**config.mk**
```make
export PLATFORM = sky130hd
export DESIGN_NAME = shifter_operand_unit
export DESIGN_NICKNAME = d
export VERILOG_FILES = /design/src/rtl/arm_pkg.sv /design/src/rtl/shifter_step.sv /design/src/rtl/shifter_operand_unit.sv
export SDC_FILE = /design/constraint.sdc
export NUM_CORES = 1
export LEC_CHECK = 0
export CAP_MARGIN = 20
export CORE_ASPECT_RATIO = 1.1
export CORE_MARGIN = 4
export CORE_UTILIZATION = 51
export DETAILED_ROUTE_END_ITERATION = 6
export GPL_TIMING_DRIVEN = 0
export PLACE_DENSITY_LB_ADDON = 0.15
export SLEW_MARGIN = 0
export SYNTH_ARGS = -nofsm -noshare
export SYNTH_HDL_FRONTEND = slang
export SYNTH_SLANG_ARGS = --single-unit
```
**constraint.sdc**
```tcl
create_clock -name clk -period 4.3 [get_ports clk]
set_input_delay 0.645 -clock clk [delete_from_list [all_inputs] [get_ports clk]]
set_output_delay 0.645 -clock clk [all_outputs]
set_load 0.02 [all_outputs]
```
**src/rtl/arm_pkg.sv**
```systemverilog
// Shared definitions for the addressing-mode-1 operand generator:
// shift kinds, FSM states, instruction field positions and the latched work record.
package arm_pkg;

  localparam int unsigned DATA_W = 32;
  localparam int unsigned CNT_W  = 6;
  localparam int unsigned IDX_W  = 5;

  localparam int unsigned I_BIT         = 25;
  localparam int unsigned REG_SHIFT_BIT = 4;
  localparam int unsigned MULT_BIT      = 7;
  localparam int unsigned ROT_MSB       = 11;
  localparam int unsigned ROT_LSB       = 8;
  localparam int unsigned SHAMT_MSB     = 11;
  localparam int unsigned SHAMT_LSB     = 7;
  localparam int unsigned TYPE_MSB      = 6;
  localparam int unsigned TYPE_LSB      = 5;
  localparam int unsigned IMM_MSB       = 7;
  localparam int unsigned IMM_LSB       = 0;

  typedef enum logic [1:0] {
    SH_LSL = 2'b00,
    SH_LSR = 2'b01,
    SH_ASR = 2'b10,
    SH_ROR = 2'b11
  } shift_t;

  typedef enum logic [1:0] {
    S_IDLE  = 2'd0,
    S_SHIFT = 2'd1,
    S_DONE  = 2'd2
  } state_t;

  // Working state of one operation: value, remaining count, shift kind, fill and carry
  typedef struct packed {
    logic [DATA_W-1:0] w;
    logic [CNT_W-1:0]  n;
    shift_t            kind;
    logic              fill;
    logic              carry;
  } op_t;

endpackage

```
**src/rtl/shifter_step.sv**
```systemverilog
// One combinational shift/rotate step of 1..32 positions; carry is the last bit moved out.
module shifter_step
  import arm_pkg::*;
(
  input  logic [DATA_W-1:0] w,
  input  shift_t            kind,
  input  logic [CNT_W-1:0]  k,
  input  logic              fill,
  output logic [DATA_W-1:0] w_out,
  output logic              carry
);

  localparam logic [DATA_W-1:0] ONES = '1;

  logic [IDX_W-1:0] lsl_idx;
  logic [IDX_W-1:0] lsr_idx;

  assign lsl_idx = IDX_W'(CNT_W'(DATA_W) - k);
  assign lsr_idx = IDX_W'(k - CNT_W'(1));

  // ASR also serves RRX: a 1-bit right shift with an arbitrary fill bit
  always_comb begin
    w_out = w;
    carry = w[lsr_idx];
    case (kind)
      SH_LSL: begin
        w_out = w << k;
        carry = w[lsl_idx];
      end
      SH_LSR:  w_out = w >> k;
      SH_ASR:  w_out = (w >> k) | ({DATA_W{fill}} & ~(ONES >> k));
      default: w_out = (w >> k) | (w << (CNT_W'(DATA_W) - k));
    endcase
  end

endmodule

```
**src/rtl/shifter_operand_unit.sv**
```systemverilog
// Iterative ARM data-processing operand-2 generator with start/busy/done handshake.
// Decodes operand 2 on start, then shifts STEP bits per cycle until the count is exhausted.
module shifter_operand_unit
  import arm_pkg::*;
#(
  parameter int unsigned STEP = 1
) (
  input  logic              clk,
  input  logic              reset,
  input  logic              start,
  input  logic [DATA_W-1:0] instr,
  input  logic [DATA_W-1:0] rm_val,
  input  logic [DATA_W-1:0] rs_val,
  input  logic              c_in,
  output logic [DATA_W-1:0] shifter_operand,
  output logic              shifter_carry_out,
  output logic              busy,
  output logic              done
);

  localparam logic [CNT_W-1:0] STEP_K = CNT_W'(STEP);

  state_t            state_q, state_d;
  op_t               dec, work_q, work_d;
  logic [CNT_W-1:0]  k;
  logic [DATA_W-1:0] step_w;
  logic              step_c;
  logic [DATA_W-1:0] result_q, result_d;
  logic              carry_out_q, carry_out_d;
  logic              busy_q, busy_d;
  logic              done_q, done_d;
  logic [4:0]        amt;
  logic [7:0]        rs_amt;
  shift_t            typ;
  logic              unused_bits;

  assign amt         = instr[SHAMT_MSB:SHAMT_LSB];
  assign rs_amt      = rs_val[7:0];
  assign typ         = shift_t'(instr[TYPE_MSB:TYPE_LSB]);
  assign unused_bits = ^{rs_val[31:8], instr[31:26], instr[24:12], instr[3:0]};

  // Operand-2 decode: effective count, working value, fill and initial carry
  always_comb begin
    dec       = '0;
    dec.w     = rm_val;
    dec.kind  = typ;
    dec.carry = c_in;
    if (instr[I_BIT]) begin
      dec.w    = {24'b0, instr[IMM_MSB:IMM_LSB]};
      dec.kind = SH_ROR;
      dec.n    = {1'b0, instr[ROT_MSB:ROT_LSB], 1'b0};
    end else if (!instr[REG_SHIFT_BIT]) begin
      case (typ)
        SH_LSL: dec.n = CNT_W'(amt);
        SH_LSR: dec.n = (amt == '0) ? CNT_W'(DATA_W) : CNT_W'(amt);
        SH_ASR: begin
          dec.fill = rm_val[DATA_W-1];
          dec.n    = (amt == '0) ? CNT_W'(DATA_W) : CNT_W'(amt);
        end
        default: begin
          if (amt == '0) begin
            dec.kind = SH_ASR;
            dec.fill = c_in;
            dec.n    = CNT_W'(1);
          end else begin
            dec.n = CNT_W'(amt);
          end
        end
      endcase
    end else if (!instr[MULT_BIT] && (rs_amt != 8'd0)) begin
      case (typ)
        SH_LSL, SH_LSR: begin
          if (rs_amt > 8'd32) begin
            dec.w     = '0;
            dec.carry = 1'b0;
          end else begin
            dec.n = CNT_W'(rs_amt);
          end
        end
        SH_ASR: begin
          dec.fill = rm_val[DATA_W-1];
          dec.n    = (rs_amt >= 8'd32) ? CNT_W'(DATA_W) : CNT_W'(rs_amt);
        end
        default: begin
          if (rs_amt[4:0] == 5'd0) dec.carry = rm_val[DATA_W-1];
          else                     dec.n     = {1'b0, rs_amt[4:0]};
        end
      endcase
    end
  end

  assign k = (work_q.n < STEP_K) ? work_q.n : STEP_K;

  shifter_step u_step (
    .w     (work_q.w),
    .kind  (work_q.kind),
    .k     (k),
    .fill  (work_q.fill),
    .w_out (step_w),
    .carry (step_c)
  );

  always_ff @(posedge clk) begin
    if (reset) state_q <= S_IDLE;
    else       state_q <= state_d;
  end

  always_comb begin
    state_d = state_q;
    case (state_q)
      S_IDLE:  if (start) state_d = (dec.n == '0) ? S_DONE : S_SHIFT;
      S_SHIFT: if (work_q.n == k) state_d = S_DONE;
      default: state_d = S_IDLE;
    endcase
  end

  // Next values for the datapath and the registered outputs
  always_comb begin
    work_d      = work_q;
    result_d    = result_q;
    carry_out_d = carry_out_q;
    busy_d      = (state_d != S_IDLE);
    done_d      = (state_d == S_DONE);
    if ((state_q == S_IDLE) && start) begin
      work_d = dec;
    end else if (state_q == S_SHIFT) begin
      work_d.w     = step_w;
      work_d.carry = step_c;
      work_d.n     = work_q.n - k;
    end
    if (state_d == S_DONE) begin
      result_d    = work_d.w;
      carry_out_d = work_d.carry;
    end
  end

  always_ff @(posedge clk) begin
    if (reset) begin
      work_q      <= '0;
      result_q    <= '0;
      carry_out_q <= 1'b0;
      busy_q      <= 1'b0;
      done_q      <= 1'b0;
    end else begin
      work_q      <= work_d;
      result_q    <= result_d;
      carry_out_q <= carry_out_d;
      busy_q      <= busy_d;
      done_q      <= done_d;
    end
  end

  assign shifter_operand   = result_q;
  assign shifter_carry_out = carry_out_q;
  assign busy              = busy_q;
  assign done              = done_q;

endmodule

```
### Word level (Yosys, flattened, before mapping)

Index checks and enable logic that the tools add are counted.

* logic and storage cells: 88
* bits of input ports: 100
* output and inout port bits: 35
* register bits after elaboration: 79

* bitwise gates (word level): 4
* order comparisons: 5
* multiplexer cells: 40
* equality and inequality tests: 7
* reduce and logical (&&, ||, !) cells: 15
* shift-type cells: 4
* add/sub/neg operators: 3

Operators with widths (number)
* $mux 38: 3
* $mux 32: 3
* $pmux 32 s3: 1
* $or 32x32->32: 2
* $shl 32x6->32: 2
* $mux 40: 1
* $and 32x32->32: 1
* $not 32->32: 1
* $shr 32x6->32: 1
* $shr 32x6->32 const A: 1
* $mux 6: 5
* $pmux 6 s2: 2
* $mux 2: 7
* $lt 5x6->1 const B: 2
* $bmux 1 s5: 2
* $logic_not 5->1: 2
* $mux 1: 10
* $mux 5: 2
* $ge 8x6->1 const B: 1
* $gt 8x6->1 const B: 1
* $reduce_bool 8->1: 1
* $eq 2x1->1 const B: 3
* $eq 2x2->1 const B: 3
* $eq 6x6->1: 1
* 14 further kinds: 20

### Longest topological paths before layout

* depth in word-level cells: 11
* mapped depth: 17
* depth with buffers taken out: 13

### Cells and area by module

From an unflattened synthesis, not the netlist that was laid out.

* cells, all modules: 1131
* area, all modules: 10631.4 um^2

Modules (own cells, without submodules)
* shifter_step: times used 1, area an instance 6991.7 um^2, sequential area each 0.0 um^2, cells each 764
* shifter_operand_unit: times used 1, area an instance 3639.7 um^2, sequential area each 1581.5 um^2, cells each 367

### Worst setup path before layout

Ideal clock, no wire load.

* path type: register to register
* start: reg work_q[6] (netlist name)
* end: reg carry_out_q, in the netlist shifter_carry_out
* path slack: 0.791 ns
* period minus slack after synthesis: 3.509 ns
* arrival: 3.374 ns
* buffers on the path: 3
* library setup time: 0.136 ns
* required time: 4.164 ns
* cell stages (with the launch flop): 17
* cells stage by stage: dfxtp_1 > buf_6 > nor4_4 > nand2_4 > inv_2 > buf_2 > ha_1 > clkinv_1 > ha_1 > clkbuf_1 > mux4_2 > o211ai_1 > nand2_1 > a31oi_1 > a41oi_1 > a31oi_1 > a211oi_1

* word-level cells in the longest chain between the ends: 8
* elaborated cells on any way between the ends: 15
* those cells by class: add/sub (2); order compare (1); eq/ne (2); mux (10)

RTL lines
* start: declaration: RTL line shifter_operand_unit.sv:24 `op_t dec, work_q, work_d;`
* start signal: assignment: RTL line shifter_operand_unit.sv:145 `work_q <= work_d;`
* $lt 6x1->1: RTL line shifter_operand_unit.sv:92 `assign k = (work_q.n < STEP_K) ? work_q.n : STEP_K;`
* $mux 6: RTL line shifter_operand_unit.sv:92
* $sub 6x6->6 or $sub 5x1->5 (tied branches)
* $bmux 1 s5, on equally long branches: RTL line shifter_step.sv:28, shifter_step.sv:24
* $mux 1, on equally long branches: RTL line shifter_step.sv:28, shifter_step.sv:24
* $mux 1: RTL line shifter_step.sv:25 `case (kind)`
* $mux 1: RTL line shifter_operand_unit.sv:126 `end else if (state_q == S_SHIFT) begin`
* $mux 1: RTL line shifter_operand_unit.sv:124 `if ((state_q == S_IDLE) && start) begin`
* end signal: assignment: RTL line shifter_operand_unit.sv:147 `carry_out_q <= carry_out_d;`
* end: declaration: RTL line shifter_operand_unit.sv:29 `logic carry_out_q, carry_out_d;`

Several ways; a longest one is shown, not always the timed one. The select of a mux whose other input is x is not followed.
A chain may end at the register's enable or synchronous reset.

### Worst setup path in the final report

* start: reg work_q[4] (netlist name)
* end: reg result_q[30], in the netlist shifter_operand[30]

* word-level cells in the longest chain between the ends: 9
* elaborated cells on any way between the ends: 18
* those cells by class: add/sub (1); order compare (1); eq/ne (2); shift (4); mux (6); bitwise (4)

RTL lines
* branches (longest 9 deep; another with $lt 6x1->1)
* end signal: assignment: RTL line shifter_operand_unit.sv:146 `result_q <= result_d;`
* end: declaration: RTL line shifter_operand_unit.sv:28 `logic [DATA_W-1:0] result_q, result_d;`

Several ways; the timed one is not identified. The select of a mux whose other input is x is not followed.

==> results.json <==
{
  "fp.dieW_um": 108,
  "place.gp.congestion": 1.04,
  "hpwl_um": 17200,
  "required_ps": 4570,
  "clock-sinks": 79,
  "drt_first_pass_iters": 5,
  "crit_arrival_ps": 4400,
  "drv_cap": 0,
  "die_area_um2": 12800,
  "synth_compound_area_share_pct": 28.8,
  "cts_tree": "yes",
  "multi_input_area_um2": 3720,
  "ff_latch_area_um2": 1580,
  "yosys.area_share.simple_pct": 19.5,
  "io_buffers": 90,
  "drive_gt1_share_pct": 11.5,
  "maxSlewHeadroom_pct": 39.3,
  "fillers": 960,
  "overflow": 0,
  "vias": 6333,
  "avgSynthCellArea_um2": 8.37,
  "coreArea_um2": 10900,
  "yosysMostFrequentCell": "nor2_1",
  "total_power_w": 0.00325,
  "rows": 40,
  "fin_crit_ps": 4130,
  "slew_violations": 0,
  "status": "finished, final reports clean",
  "grt_max_degree": 20,
  "clk_pin_slew_ps": 70,
  "drt_wl_total_um": 23200,
  "synth_area_leaders": "dfxtp_1, mux4_2, nor2_1, mux2i_1, nand2_1",
  "p_leak_nw": 2.48,
  "synth_edf_count": 0,
  "clkLatencyLatePin_ps": 340,
  "setup_viol": 0,
  "power.density_nw_per_um2": 461,
  "antenna_found_initial": 0,
  "worstPathMaxFanout": 19,
  "cts_root_buf": "clkbuf_16",
  "cp_common_cell": "buf_2",
  "clock_skew_ps": 7.30,
  "yosys_most_used_dff": "dfxtp_1",
  "cp_slowest_cell": "or4_1",
  "grt.total_usage_pct": 35.9,
  "die_h_um": 118,
  "io_pins": 135,
  "clockBufferDepth": 2,
  "grt_pass1_vias": 6177,
  "yosysSeqAreaShare_pct": 28.0,
  "fin_crit_sh_pct": 96.1,
  "via_per_inst": 6.80,
  "end_kind": "flop",
  "synth_top_cell_by_area": "dfxtp_1",
  "yosysWarnings": 0,
  "grt_pass1_wl_um": 35100,
  "cpPeakStageDelay_ps": 560,
  "synthTopCellsByCount": "nor2_1, dfxtp_1, nand2_1",
  "avgRoutedWirePerCell_um": 24.9,
  "netlist-cell-type-count": 68,
  "worst_pin_slew_ps": 911,
  "cp_top_family": "simple AND/OR/NAND/NOR gates",
  "crit_chain": "nor2_2 > nand2_4 > buf_6 > buf_2 > buf_2 > ha_1 > buf_2 > buf_2 > or4_1 > o211ai_1 > a211oi_1 > o21ai_1 > mux2i_1 > nor2_1",
  "synth_seq_cells": 79,
  "drc": 0,
  "finalHoldViolCount": 0,
  "finish.utilization_pct": 64.9,
  "syn_inst": 676,
  "antennaDiodeCount": 0,
  "async_flop_share_pct": 0,
  "postRouteAntennaNets": 0,
  "syn_to_final_growth_pct": 24.7,
  "cp_num_buf_inv": 5,
  "final_nets": 890,
  "min_path_type": "flop to flop",
  "synthXorXnorAreaFrac_pct": 0,
  "critPathLaunchType": "flop",
  "synth_largest_type_area_fraction_pct": 28.0,
  "path_class": "flop to flop",
  "rsz0062_at_grt": "no",
  "fmax_ghz": 0.242,
  "start_util_pct": 52.1,
  "netlist_area_um2": 5660,
  "synth_mux_area_share_pct": 14.6,
  "vdd_drop_max_mv": 0.254,
  "numCtsBuffers": 9,
  "drtIter0Drc": 640,
  "htreeDepth": 3,
  "synth_top_family_by_area": "compound AO/OA/AOI/OAI gates",
  "synth_adder_area_share_pct": 2.43
}
## worst min-delay path: cells and delay by family (launching register included)
family	cells	cell delay, ps
flip-flops	1	320
AO/OA/AOI/OAI	1	50
AND/OR/NAND/NOR	1	50
## state kept, by name (all words and copies together) (netlist names)
name,flops
busy,1
done,1
shifter_carry_out,1
shifter_operand,32
state_q,2
work_q,42
## per-layer routing
metal  vias up  part of all wire [%]  track usage, %
li1       2780                     -               -
met1      2971                    37            43.5
met2       490                    47            58.2
met3        92                    10            7.92
met4         0                   5.9            20.1
met5         -                     0               0
## placed cells by master (no fill, tap or decap), types with 15 or more instances in the layout
| cell | netlist | layout |
|---|---|---|
| nor2_1 | 89 | 88 |
| nor3_1 | 19 | 19 |
| a221oi_1 | 15 | 15 |
| nand2_1 | 59 | 59 |
| a211oi_1 | 24 | 24 |
| a21oi_1 | 33 | 33 |
| mux2i_1 | 23 | 23 |
| o21ai_0 | 29 | 29 |
| clkdlybuf4s50_1 | 0 | 90 |
| mux4_2 | 18 | 18 |
| clkbuf_1 | 44 | 40 |
| dfxtp_1 | 79 | 79 |
## layout make-up
| type | count | share of cell area [%] |
|---|---|---|
| tap | 147 | 2.61 |
| clock inverter | 7 | 0.781 |
| sequential | 79 | 22.4 |
| clock buffer | 9 | 3.19 |
| inverter | 14 | 0.763 |
| timing repair buffer | 91 | 12.9 |
| multi-input combinational | 519 | 52.8 |
| buffer | 65 | 4.54 |
## final timing paths
path	start	end	slack, ps	cells after the start
min	shifter_operand[0]$_SDFFE_PP0N_	shifter_operand[0]$_SDFFE_PP0N_	470	2
max	work_q[4]$_SDFFE_PP0P_	shifter_operand[30]$_SDFFE_PP0N_	170	14
min reg2reg	shifter_operand[0]$_SDFFE_PP0N_	shifter_operand[0]$_SDFFE_PP0N_	470	2
max reg2reg	work_q[4]$_SDFFE_PP0P_	shifter_operand[30]$_SDFFE_PP0N_	170	14
## power breakdown
| group | internal (W) | switching, W | leakage [nW] |
|---|---|---|---|
| Combinational | 0.000610 | 0.000987 | 1.70 |
| Clock | 0.000396 | 0.000338 | 0.132 |
| Sequential | 0.000827 | 0.0000937 | 0.646 |
| Total | 0.00183 | 0.00142 | 2.48 |
## logic make-up after synthesis
group	count (synthesis)
compound gates	217
other cells	2
simple gates	236
mux	51
fa+ha+maj	11
flops	79
buf+inv	80
## repair_timing
| action | 4_1_cts | 5_1_grt |
|---|---|---|
| buffers inserted | 1 | 0 |
| resized for setup | 4 | 7 |
| endpoints found under the setup margin | 43 | 9 |
| pin swaps | 1 | 0 |
| hold buffers | 0 | 0 |
## metrics by stage
stage	setup slack (ps)	area (um^2)	setup TNS (ps)	hold slack (ps)	instances
4_1_cts	146	7040	0	474	931
6_report	170	7050	0	472	931
3_5_place_dp	-453	6750	-10100	460	915
3_3_place_gp	-453	6750	-8710	467	915
2_1_floorplan	791	5660	0	447	678
5_1_grt	71.2	7050	0	507	931
No activity file was read; power rests on OpenSTA's default activity.
